$ cat src/rtl/flex_counter_pro.sv
// ---------------------------------------------------------------------------
// flex_counter_pro
//
// Purpose:
//   Up/down counter whose step is gated by a programmable prescaler. The
//   count runs through 1..rollover_val. It can wrap around at the terminal
//   value, or it can stop there and raise a sticky done flag (one-shot mode).
//   Every output comes straight from a register.
//
// Parameters:
//   NUM_CNT_BITS   width of count_out, rollover_val and load_val
//   PRESCALE_BITS  width of prescale_val and the internal prescale counter
//
// Ports:
//   clk            single clock, all state changes on the rising edge
//   rst            synchronous active-high reset (highest priority)
//   clear          synchronous clear of count, prescaler, done and wrap_pulse
//   load           synchronous load of load_val into the count
//   load_val       value taken on load (not range checked)
//   count_enable   qualifies advance of the prescaler
//   count_dir      0 = count up, 1 = count down
//   oneshot        0 = wrap at terminal, 1 = stop at terminal and set done
//   rollover_val   upper bound of the count range (0 suppresses stepping)
//   prescale_val   a step occurs every prescale_val+1 enabled cycles
//   count_out      registered count
//   rollover_flag  registered, high while count_out equals the terminal
//   wrap_pulse     registered one-cycle pulse after each wrap
//   done           registered sticky one-shot completion flag
// ---------------------------------------------------------------------------
module flex_counter_pro #(
    parameter int NUM_CNT_BITS  = 4,
    parameter int PRESCALE_BITS = 4
) (
    input  logic                     clk,
    input  logic                     rst,
    input  logic                     clear,
    input  logic                     load,
    input  logic [NUM_CNT_BITS-1:0]  load_val,
    input  logic                     count_enable,
    input  logic                     count_dir,
    input  logic                     oneshot,
    input  logic [NUM_CNT_BITS-1:0]  rollover_val,
    input  logic [PRESCALE_BITS-1:0] prescale_val,
    output logic [NUM_CNT_BITS-1:0]  count_out,
    output logic                     rollover_flag,
    output logic                     wrap_pulse,
    output logic                     done
);

    localparam logic [NUM_CNT_BITS-1:0]  CNT_ZERO = '0;
    localparam logic [NUM_CNT_BITS-1:0]  CNT_ONE  = NUM_CNT_BITS'(1);
    localparam logic [PRESCALE_BITS-1:0] PRE_ZERO = '0;
    localparam logic [PRESCALE_BITS-1:0] PRE_ONE  = PRESCALE_BITS'(1);

    logic [PRESCALE_BITS-1:0] prescale_cnt;
    logic [PRESCALE_BITS-1:0] prescale_next;
    logic [NUM_CNT_BITS-1:0]  count_next;
    logic [NUM_CNT_BITS-1:0]  stepped_cnt;
    logic [NUM_CNT_BITS-1:0]  terminal;
    logic                     would_wrap;
    logic                     step_due;
    logic                     done_next;
    logic                     wrap_next;
    logic                     flag_next;

    // The terminal value depends on the direction. Up-counting ends at
    // rollover_val. Down-counting ends at 1, because the range is 1..rollover_val.
    always_comb begin
        terminal = count_dir ? CNT_ONE : rollover_val;
    end

    // Candidate value for a step, and whether that step leaves the range.
    // A loaded value above rollover_val also counts as a wrap in either direction.
    always_comb begin
        stepped_cnt = count_out;
        would_wrap  = 1'b0;
        if (!count_dir) begin
            if (count_out >= rollover_val) begin
                stepped_cnt = CNT_ONE;
                would_wrap  = 1'b1;
            end else begin
                stepped_cnt = count_out + CNT_ONE;
            end
        end else begin
            if ((count_out <= CNT_ONE) || (count_out > rollover_val)) begin
                stepped_cnt = rollover_val;
                would_wrap  = 1'b1;
            end else begin
                stepped_cnt = count_out - CNT_ONE;
            end
        end
    end

    // Prescaler. It advances only on enabled cycles. It freezes while done is
    // set, so that after a load or clear the counting restarts from a known phase.
    always_comb begin
        step_due      = 1'b0;
        prescale_next = prescale_cnt;
        if (count_enable && !done) begin
            if (prescale_cnt == prescale_val) begin
                step_due      = 1'b1;
                prescale_next = PRE_ZERO;
            end else begin
                prescale_next = prescale_cnt + PRE_ONE;
            end
        end
    end

    // Next-state selection in priority order clear > load > step > hold
    // (rst is applied in the register block). When clear or load wins, any
    // step due in the same cycle is dropped. When rollover_val is zero, steps
    // are suppressed but the prescaler keeps running.
    always_comb begin
        count_next = count_out;
        done_next  = done;
        wrap_next  = 1'b0;
        if (clear) begin
            count_next = CNT_ZERO;
            done_next  = 1'b0;
        end else if (load) begin
            count_next = load_val;
            done_next  = 1'b0;
        end else if (step_due && (rollover_val != CNT_ZERO)) begin
            if (would_wrap && oneshot) begin
                done_next = 1'b1;
            end else begin
                count_next = stepped_cnt;
                wrap_next  = would_wrap;
            end
        end
        flag_next = (count_next == terminal);
    end

    // State register. Reset overrides every other input.
    always_ff @(posedge clk) begin
        if (rst) begin
            count_out     <= CNT_ZERO;
            prescale_cnt  <= PRE_ZERO;
            rollover_flag <= 1'b0;
            wrap_pulse    <= 1'b0;
            done          <= 1'b0;
        end else begin
            count_out     <= count_next;
            prescale_cnt  <= (clear || load) ? PRE_ZERO : prescale_next;
            rollover_flag <= flag_next;
            wrap_pulse    <= wrap_next;
            done          <= done_next;
        end
    end

endmodule

$ cat config.mk
export PLATFORM = sky130hd
export DESIGN_NAME = flex_counter_pro
export DESIGN_NICKNAME = d
export VERILOG_FILES = /design/src/rtl/flex_counter_pro.sv
export SDC_FILE = /design/constraint.sdc
export NUM_CORES = 1
export LEC_CHECK = 0
export ABC_AREA = 1
export BUFFER_PORTS_ARGS = -buffer_cell sky130_fd_sc_hd__buf_2
export CAP_MARGIN = 40
export CORE_UTILIZATION = 45
export DETAILED_ROUTE_END_ITERATION = 12
export GPL_TIMING_DRIVEN = 0
export PLACE_DENSITY = 0.76
export SLEW_MARGIN = 30
export SYNTH_ARGS = -nofsm -noshare
export SYNTH_HDL_FRONTEND = slang
export SYNTH_SLANG_ARGS = --single-unit
$ cat constraint.sdc
create_clock -name clk -period 2.1 [get_ports clk]
set_input_delay 0 -clock clk [delete_from_list [all_inputs] [get_ports clk]]
set_output_delay 0 -clock clk [all_outputs]
set_load 0.1 [all_outputs]
==> results of run 1 <==
## metrics by stage
step | instance area (µm²) | total power, mW | setup WS [ns] | util [%]
final | 1360 | 0.593 | 0.0455 | 67.3
after floorplan | 1000 | 0.358 | 0.0209 | -
after global routing | 1360 | 0.632 | -0.104 | 67.3
after detailed placement | 1160 | 0.404 | 0.0216 | 57.2
after global placement | 1160 | 0.399 | 0.0777 | 57.2
after CTS | 1190 | 0.552 | 0.00740 | 59.0
## state kept, by name, summed over array words and instances (netlist names)
register	cells
count_out	4
done	1
prescale_cnt	4
rollover_flag	1
wrap_pulse	1
## power by group through the flow
stage,clock [mW],sequential (mW),combinational [mW]
global placement,0,0.224,0.175
detailed placement,0,0.224,0.179
global route,0.162,0.220,0.250
floorplan,0,0.254,0.104
finish,0.146,0.220,0.228
CTS,0.151,0.219,0.182
## what timing repair did
action / 4_1_cts / 5_1_grt
setup buffers: 0 / 9
resized for setup: 0 / 21
hold buffers: 1 / 0
hold endpoints to repair: 3 / 0
setup endpoints to repair: 0 / 3
## how the worst max path moves through the flow
stage / end / depth (start not counted)
after global placement: rollover_flag$_SDFF_PP0_ / 18
after global routing: rollover_flag$_SDFF_PP0_ / 20
after detailed placement: rollover_flag$_SDFF_PP0_ / 16
final: rollover_flag$_SDFF_PP0_ / 16
after floorplan: rollover_flag$_SDFF_PP0_ / 15
after CTS: rollover_flag$_SDFF_PP0_ / 16
## kinds of logic after synthesis
family	synth area share, %
AO/OA/AOI/OAI	5.57
XOR/XNOR	7.09
adder cells (fa/ha/maj)	10.1
buffers and inverters	10.6
flip-flops	22.3
AND/OR/NAND/NOR	44.3
## synthesized netlist by cell type (2+ instances only)
cell type	number
inv_1	24
nand3_1	23
xor2_1	5
ha_1	8
nand2_2	2
nand4_1	2
nand2_1	40
a21oi_1	4
nor3_1	4
xnor2_1	3
dfxtp_1	11
nor2_1	23
## layer usage
layer  wire length [µm]  vias up
li1                   -      583
met1               1040      516
met2               1350       45
met3                177        6
met4                 57        0
met5                  0        -
## area by class of cell
class,instances,area [µm²]
Fill cell,172,662
Inverter,25,98.8
Buffer,1,11.3
Multi-Input combinational cell,123,757
Sequential cell,11,235
Tap cell,27,33.8
Timing Repair Buffer,34,198
Clock buffer,4,26.3
## worst max-delay path, delay by kind of cell, from the launching register on
family                   cells  cell delay (ns)
AND/OR/NAND/NOR             13             1.02
flip-flops                   1             0.40
adder cells (fa/ha/maj)      1             0.21
AO/OA/AOI/OAI                1             0.18
buffers and inverters        1             0.14
==> results.json, run 1 <==
{
  "status": "finished, final reports clean",
  "grt_pass1_vias": 1007,
  "numClockSinks": 11,
  "cp-end-kind": "register",
  "grt_pass1_wl_mm": 3.89,
  "slowest_stage": "dfxtp_4",
  "synthDistinctLibCells": 23,
  "cp_cell_sequence": "ha_4 > nand2_1 > nand2_1 > nand2_2 > nand2_2 > nor2_4 > nand2_2 > nand3_2 > nand2_4 > nand2_1 > nand2_1 > o21ai_2 > buf_4 > nand2_1 > nand3_1 > nor2_1",
  "die_area_um2": 2390,
  "io_pins": 26,
  "antennaDiodeCount": 0,
  "netlist_top_cells_area": "dfxtp_1, nand2_1, nand3_1",
  "layout_commonest_cell": "nand2_1",
  "reg2reg_to": "rollover_flag$_SDFF_PP0_",
  "cpMostUsedCell": "nand2_1",
  "synth_nets": 187,
  "numCtsBuffers": 3,
  "hold_path_end": "done$_SDFFE_PP0P_",
  "cts_tree": "yes",
  "p_sw_mw": 0.221,
  "tns_ns": 0,
  "maxCapViolCount": 0,
  "p_int_mw": 0.372,
  "hold_depth": 4,
  "slew_headroom_pct": 67.8,
  "final_cell_mix": "nand2_1, buf_2, nor2_1",
  "grt_util_met3_pct": 4.67,
  "htreeDepth": 1,
  "p_per_area_nw_per_um2": 436,
  "grt_util_met1_pct": 23.6,
  "async_reset_ff_share_pct": 0,
  "netlist_area_um2": 988,
  "yosysSeqAreaShare_pct": 22.3,
  "pwr-share-comb_pct": 38.5,
  "die_h_um": 48.9,
  "wire_per_inst_um": 11.6,
  "placement_rows": 16,
  "nets": 226,
  "yosysTopAreaCell": "dfxtp_1",
  "worstSetupPathType": "register to register",
  "start_kind": "register",
  "dpl.hpwl_mm": 1.80,
  "busiest_layer": "met2",
  "clock_insertion_delay_worst_skew_ns": 0.27,
  "setup_violations": 0,
  "power_frac_clock_pct": 24.5,
  "drive_gt1_share_pct": 33.3,
  "hp-start": "load",
  "final_cells": 225,
  "fin_crit_ns": 2.05,
  "fp.coreArea_um2": 2020,
  "seq_power_share_pct": 37.0,
  "grt_start_max_net_pins": 10,
  "syn_to_final_growth_pct": 37.6,
  "critPathLaunch": "count_out[1]$_SDFF_PP0_",
  "portBuffers": 24,
  "grt_usage_pct": 20.7,
  "syn_inst": 160,
  "tightest_slew_ns": 0.486,
  "ys.warnings.count": 0,
  "cp.arrival_ns": 2.23,
  "min_path_type": "primary input to register",
  "avgSynthCellArea_um2": 6.18,
  "hold_viol_final": 0,
  "grtUsageMet2_pct": 37.5,
  "fin_crit_sh_pct": 97.8,
  "overflow": 0,
  "num_vias": 1150,
  "cts_buffer_depth": 2,
  "fin_worst_skew_ns": 0.00555,
  "clk_pin_slew_ns": 0.07,
  "postRouteAntennaNets": 0,
  "dp.cells": 211,
  "cp_slowest_stage_delay_ns": 0.40,
  "cp_max_fo": 7,
  "antenna_found_initial": 0,
  "start_util_pct": 48.9,
  "peakVddDrop_mv": 0.393,
  "crit_required_ns": 2.27,
  "post-route-drc-count": 0,
  "finalWirelength_mm": 2.62,
  "r2r_slack_ns": 0.05,
  "rr_worst_depth": 16,
  "place_congestion": 0.931,
  "dr.pass1.iters": 5,
  "dominantRegCellSynth": "dfxtp_1",
  "synth_edf_count": 0,
  "cts_root_buffer": "clkbuf_4",
  "whs_ns": 0.0349,
  "maxSlewViolCount": 0,
  "die_w_um": 48.9,
  "drt_iter0_markers": 29,
  "via_per_inst": 5.11,
  "synth_top_area_share_pct": 22.3,
  "ys_ff_latch": 11,
  "p_leak_nw": 0.699,
  "fmax_mhz": 487,
  "switching_share_pct": 37.2,
  "worstReg2RegStart": "count_out[1]$_SDFF_PP0_"
}
Power figures use the tool's default switching activity.
==> inputs of run 2 (changes only) <==
Settings changed: PLACE_DENSITY 0.76 to 0.7.
==> results.json, run 2 (synthesized netlist as in run 1, its figures left out) <==
{
  "status": "finished, final reports clean",
  "reg2reg_to": "rollover_flag$_SDFF_PP0_",
  "num_vias": 1144,
  "grt_pass1_vias": 980,
  "rr_worst_depth": 17,
  "grtUsageMet2_pct": 36.8,
  "finalWirelength_mm": 2.79,
  "rsz0062_at_grt": "yes",
  "cpMostUsedCell": "nand2_1",
  "peakVddDrop_mv": 0.394,
  "multi_input_area_um2": 850,
  "fin_worst_skew_ns": 0.00199,
  "regArea_um2": 235,
  "cp_cell_sequence": "ha_4 > nand2_1 > inv_2 > nand2_2 > nand2_4 > nand2_4 > nand3_4 > nand3_4 > nand2_8 > inv_6 > buf_4 > nand2_1 > nand3_1 > nand3_2 > nand2_1 > nand3_1 > nor2_1",
  "grt_pass1_wl_mm": 4.11,
  "die_w_um": 48.9,
  "fin_crit_sh_pct": 95.5,
  "hold_viol_final": 0,
  "final_util_pct": 72.7,
  "cp_max_fo": 7,
  "io_pins": 26,
  "fmax_mhz": 499,
  "cp.arrival_ns": 2.18,
  "die_area_um2": 2390,
  "crit_required_ns": 2.27,
  "nets": 228,
  "postRouteAntennaNets": 0,
  "cts_buffer_depth": 2,
  "cts_root_buffer": "clkbuf_4",
  "p_leak_nw": 0.719,
  "clk_pin_slew_ns": 0.07,
  "slew_headroom_pct": 68.5,
  "cp_slowest_stage_delay_ns": 0.37,
  "fillers": 175,
  "maxCapViolCount": 0,
  "r2r_slack_ns": 0.09,
  "htreeDepth": 1,
  "min_path_type": "primary input to register",
  "p_per_area_nw_per_um2": 423,
  "antennaDiodeCount": 0,
  "cts_tree": "yes",
  "finalPower_mw": 0.622,
  "busiest_layer": "met2",
  "reg_top3": "count_out x4, prescale_cnt x4",
  "start_kind": "register",
  "place_congestion": 0.892,
  "syn_to_final_growth_pct": 48.7,
  "setup_violations": 0,
  "start_util_pct": 48.9,
  "clock_insertion_delay_worst_skew_ns": 0.27,
  "dr.pass1.iters": 4,
  "maxSlewViolCount": 0,
  "layout_commonest_cell": "nand2_1",
  "endpoint": "rollover_flag$_SDFF_PP0_",
  "numCtsBuffers": 3,
  "drt_iter0_markers": 29,
  "placement_rows": 16,
  "worstSetupPathType": "register to register",
  "drive_gt1_share_pct": 38.5,
  "grt_util_met3_pct": 4.05,
  "overflow": 0,
  "numClockSinks": 11,
  "die_h_um": 48.9,
  "grt_usage_pct": 22.2,
  "final_cell_mix": "nand2_1, buf_2, nor2_1",
  "fin_crit_ns": 2.01,
  "grt_util_met1_pct": 29.9,
  "portBuffers": 24,
  "critPathLaunch": "count_out[3]$_SDFF_PP0_",
  "post-route-drc-count": 0,
  "worstReg2RegStart": "count_out[3]$_SDFF_PP0_",
  "wire_per_inst_um": 12.3,
  "dpl.hpwl_mm": 1.83,
  "fp.coreArea_um2": 2020,
  "slowest_stage": "dfxtp_4",
  "via_per_inst": 5.04,
  "antenna_found_initial": 0,
  "cp-end-kind": "register",
  "tightest_slew_ns": 0.468,
  "grt_start_max_net_pins": 10
}
[run 2: through the flow]
stage | cells | setup TNS [ns] | hold WS (ns) | setup slack [ns] | area [µm²]
after floorplan | 160 | 0 | 0.0627 | 0.0209 | 1000
after global placement | 211 | 0 | 0.209 | 0.0271 | 1160
after global routing | 227 | -0.0607 | 0.0534 | -0.0607 | 1470
after CTS | 216 | 0 | 0.0315 | 0.00759 | 1210
after detailed placement | 211 | 0 | 0.210 | 0.0294 | 1160
final | 227 | 0 | 0.0391 | 0.0948 | 1470
[run 2: cell type report]
cell class | count | area share [%]
flip-flops and latches | 11 | 16.0
multi-input cells | 123 | 57.8
well taps | 27 | 2.30
repair buffers | 36 | 14.5
plain buffers | 1 | 0.766
clock buffers | 4 | 1.79
inverters | 25 | 6.89
[run 2: repair_timing]
action / CTS / global route
pin swaps: 0 / 16
setup endpoints to repair: 1 / 2
hold buffers: 1 / 0
hold endpoints to repair: 3 / 0
gates resized for setup: 3 / 38
setup buffers: 0 / 11
[run 2: report_power, final]
group | internal [mW] | switching (mW) | leakage, nW
registers | 0.211 | 0.00831 | 0.0922
clock network | 0.0736 | 0.0706 | 0.0150
logic | 0.0985 | 0.159 | 0.611
[run 2: how the worst min path moves through the flow]
stage / from / endpoint / slack (ns) / cells after the start
floorplan: rst / count_out[0]$_SDFF_PP0_ / 0.06 / 1
finish: load / done$_SDFFE_PP0P_ / 0.04 / 4
global placement: rst / count_out[2]$_SDFF_PP0_ / 0.21 / 2
global route: load / done$_SDFFE_PP0P_ / 0.05 / 4
CTS: load / done$_SDFFE_PP0P_ / 0.03 / 4
detailed placement: rst / count_out[2]$_SDFF_PP0_ / 0.21 / 2
[run 2: critical path, delay by kind of cell (launching register included)]
family / cells / cell delay, ns
DFF: 1 / 0.37
buffers and inverters: 3 / 0.24
adders and majority gates: 1 / 0.27
and+or+nand+nor: 13 / 1.02
[run 2: per-layer routing]
| metal | wire length, µm | share of wire (%) |
|---|---|---|
| met5 | 0 | 0 |
| met4 | 52 | 1.9 |
| met3 | 96 | 3.4 |
| met2 | 1340 | 48 |
| met1 | 1300 | 47 |
==> inputs of run 3 (changes only) <==
Settings changed: CAP_MARGIN 40 to 30, CORE_UTILIZATION 45 to 30, PLACE_DENSITY 0.7 to default.
==> results.json, run 3 (synthesized netlist as in run 1, its figures left out) <==
{
  "via_per_inst": 4.48,
  "cts_tree": "yes",
  "cp_max_fo": 7,
  "maxCapViolCount": 0,
  "grt_usage_pct": 13.6,
  "hold_depth": 3,
  "htreeDepth": 1,
  "postRouteAntennaNets": 0,
  "numCtsBuffers": 3,
  "start_kind": "register",
  "nets": 224,
  "cts_buffer_depth": 2,
  "fmax_mhz": 501,
  "rr_worst_depth": 16,
  "hp-start": "oneshot",
  "cp-end-kind": "register",
  "worstSetupPathType": "register to register",
  "overflow": 0,
  "crit_required_ns": 2.32,
  "fin_crit_sh_pct": 95.0,
  "r2r_slack_ns": 0.11,
  "whs_ns": 0.0316,
  "tightest_slew_ns": 0.486,
  "p_per_area_nw_per_um2": 427,
  "p_leak_nw": 0.691,
  "numClockSinks": 11,
  "maxSlewViolCount": 0,
  "cp.arrival_ns": 2.21,
  "hold_path_end": "done$_SDFFE_PP0P_",
  "setup_ws_ns": 0.106,
  "dpl.hpwl_mm": 1.81,
  "setup_violations": 0,
  "rsz0062_at_grt": "yes",
  "syn_to_final_growth_pct": 41.0,
  "clk_pin_slew_ns": 0.08,
  "grt_pass1_vias": 858,
  "clock_insertion_delay_worst_skew_ns": 0.27,
  "reg2reg_to": "rollover_flag$_SDFF_PP0_",
  "io_pins": 26,
  "antenna_found_initial": 0,
  "cts_root_buffer": "clkbuf_4",
  "num_vias": 1075,
  "die_h_um": 59.4,
  "grt_start_max_net_pins": 10,
  "fp.coreArea_um2": 3080,
  "status": "finished, final reports clean",
  "fin_crit_ns": 1.99,
  "grt_pass1_wl_mm": 3.63,
  "final_util_pct": 45.3,
  "antennaDiodeCount": 0,
  "peakVddDrop_mv": 0.348,
  "reg_top3": "count_out x4, prescale_cnt x4",
  "dr.pass1.iters": 5,
  "place_ws_ns": 0.0256,
  "start_util_pct": 32.1,
  "dp.cells": 228,
  "drive_gt1_share_pct": 33.7,
  "finalPower_mw": 0.595,
  "worstReg2RegStart": "count_out[3]$_SDFF_PP0_",
  "portBuffers": 24,
  "layout_commonest_cell": "nand2_1",
  "slew_headroom_pct": 67.8,
  "wire_per_inst_um": 10.3,
  "finalWirelength_mm": 2.47,
  "die_w_um": 59.4,
  "hold_viol_final": 0,
  "placement_rows": 20,
  "drt_iter0_markers": 20,
  "place_congestion": 0.797,
  "min_path_type": "primary input to register",
  "fin_worst_skew_ns": 0.00589,
  "final_cells": 240,
  "post-route-drc-count": 0,
  "final_cell_mix": "nand2_1, buf_2, nor2_1",
  "die_area_um2": 3530
}
-- run 3: layout make-up --
class,instances,area (µm²)
fill,328,1680
multi-input combinational,123,785
sequential,11,235
tap,44,55.1
buffer,1,11.3
timing repair buffer,32,183
clock buffer,4,26.3
inverter,25,98.8
-- run 3: stage by stage --
step,setup TNS [ns],cell area (µm²)
2_1_floorplan,0,1000
5_1_grt,-0.0797,1390
4_1_cts,0,1210
3_5_place_dp,0,1180
6_report,0,1390
3_3_place_gp,0,1180
-- run 3: worst max-delay path: stages (launching register included) --
cell and delay [ns]:
dfxtp_4 0.39, ha_4 0.20, a21oi_1 0.17, nand2_2 0.12
nor2_4 0.15, nand2_2 0.08, nand3_2 0.08, nand2_4 0.09
inv_4 0.07, nand2_2 0.05, nand3_2 0.08, nand2_2 0.06
nand2_1 0.06, nand2_1 0.05, nor2_1 0.13, nand2_1 0.07
nor2_1 0.09
-- run 3: worst max path at each step --
stage	startpoint	endpoint	slack (ns)	cells after the start
final	count_out[3]$_SDFF_PP0_	rollover_flag$_SDFF_PP0_	0.11	16
after global routing	count_out[0]$_SDFF_PP0_	rollover_flag$_SDFF_PP0_	-0.08	20
after CTS	count_out[1]$_SDFF_PP0_	rollover_flag$_SDFF_PP0_	0.005	18
after detailed placement	count_out[1]$_SDFF_PP0_	rollover_flag$_SDFF_PP0_	0.03	18
after global placement	count_out[3]$_SDFF_PP0_	rollover_flag$_SDFF_PP0_	0.03	18
after floorplan	count_out[0]$_SDFF_PP0_	rollover_flag$_SDFF_PP0_	0.02	15
-- run 3: per-layer routing --
metal  part of all wire, %  track usage, %  up-vias
met2                    47            21.3       32
met4                  0.69            2.04        0
met5                     0               0        -
met3                   6.1            4.15        2
met1                    46            18.5      461
li1                      -               -      580
-- run 3: what timing repair did --
action / in CTS / in global routing
setup endpoints to repair: 0 / 4
setup buffers: 0 / 7
gates resized for setup: 0 / 26
endpoints found under the hold margin: 3 / 0
hold buffers: 1 / 0
-- run 3: power by group --
group          internal (mW)  switching [mW]  total, mW  leakage (nW)
registers              0.211         0.00843      0.220        0.0922
logic                 0.0868           0.139      0.226         0.584
clock network         0.0736          0.0754      0.149        0.0150
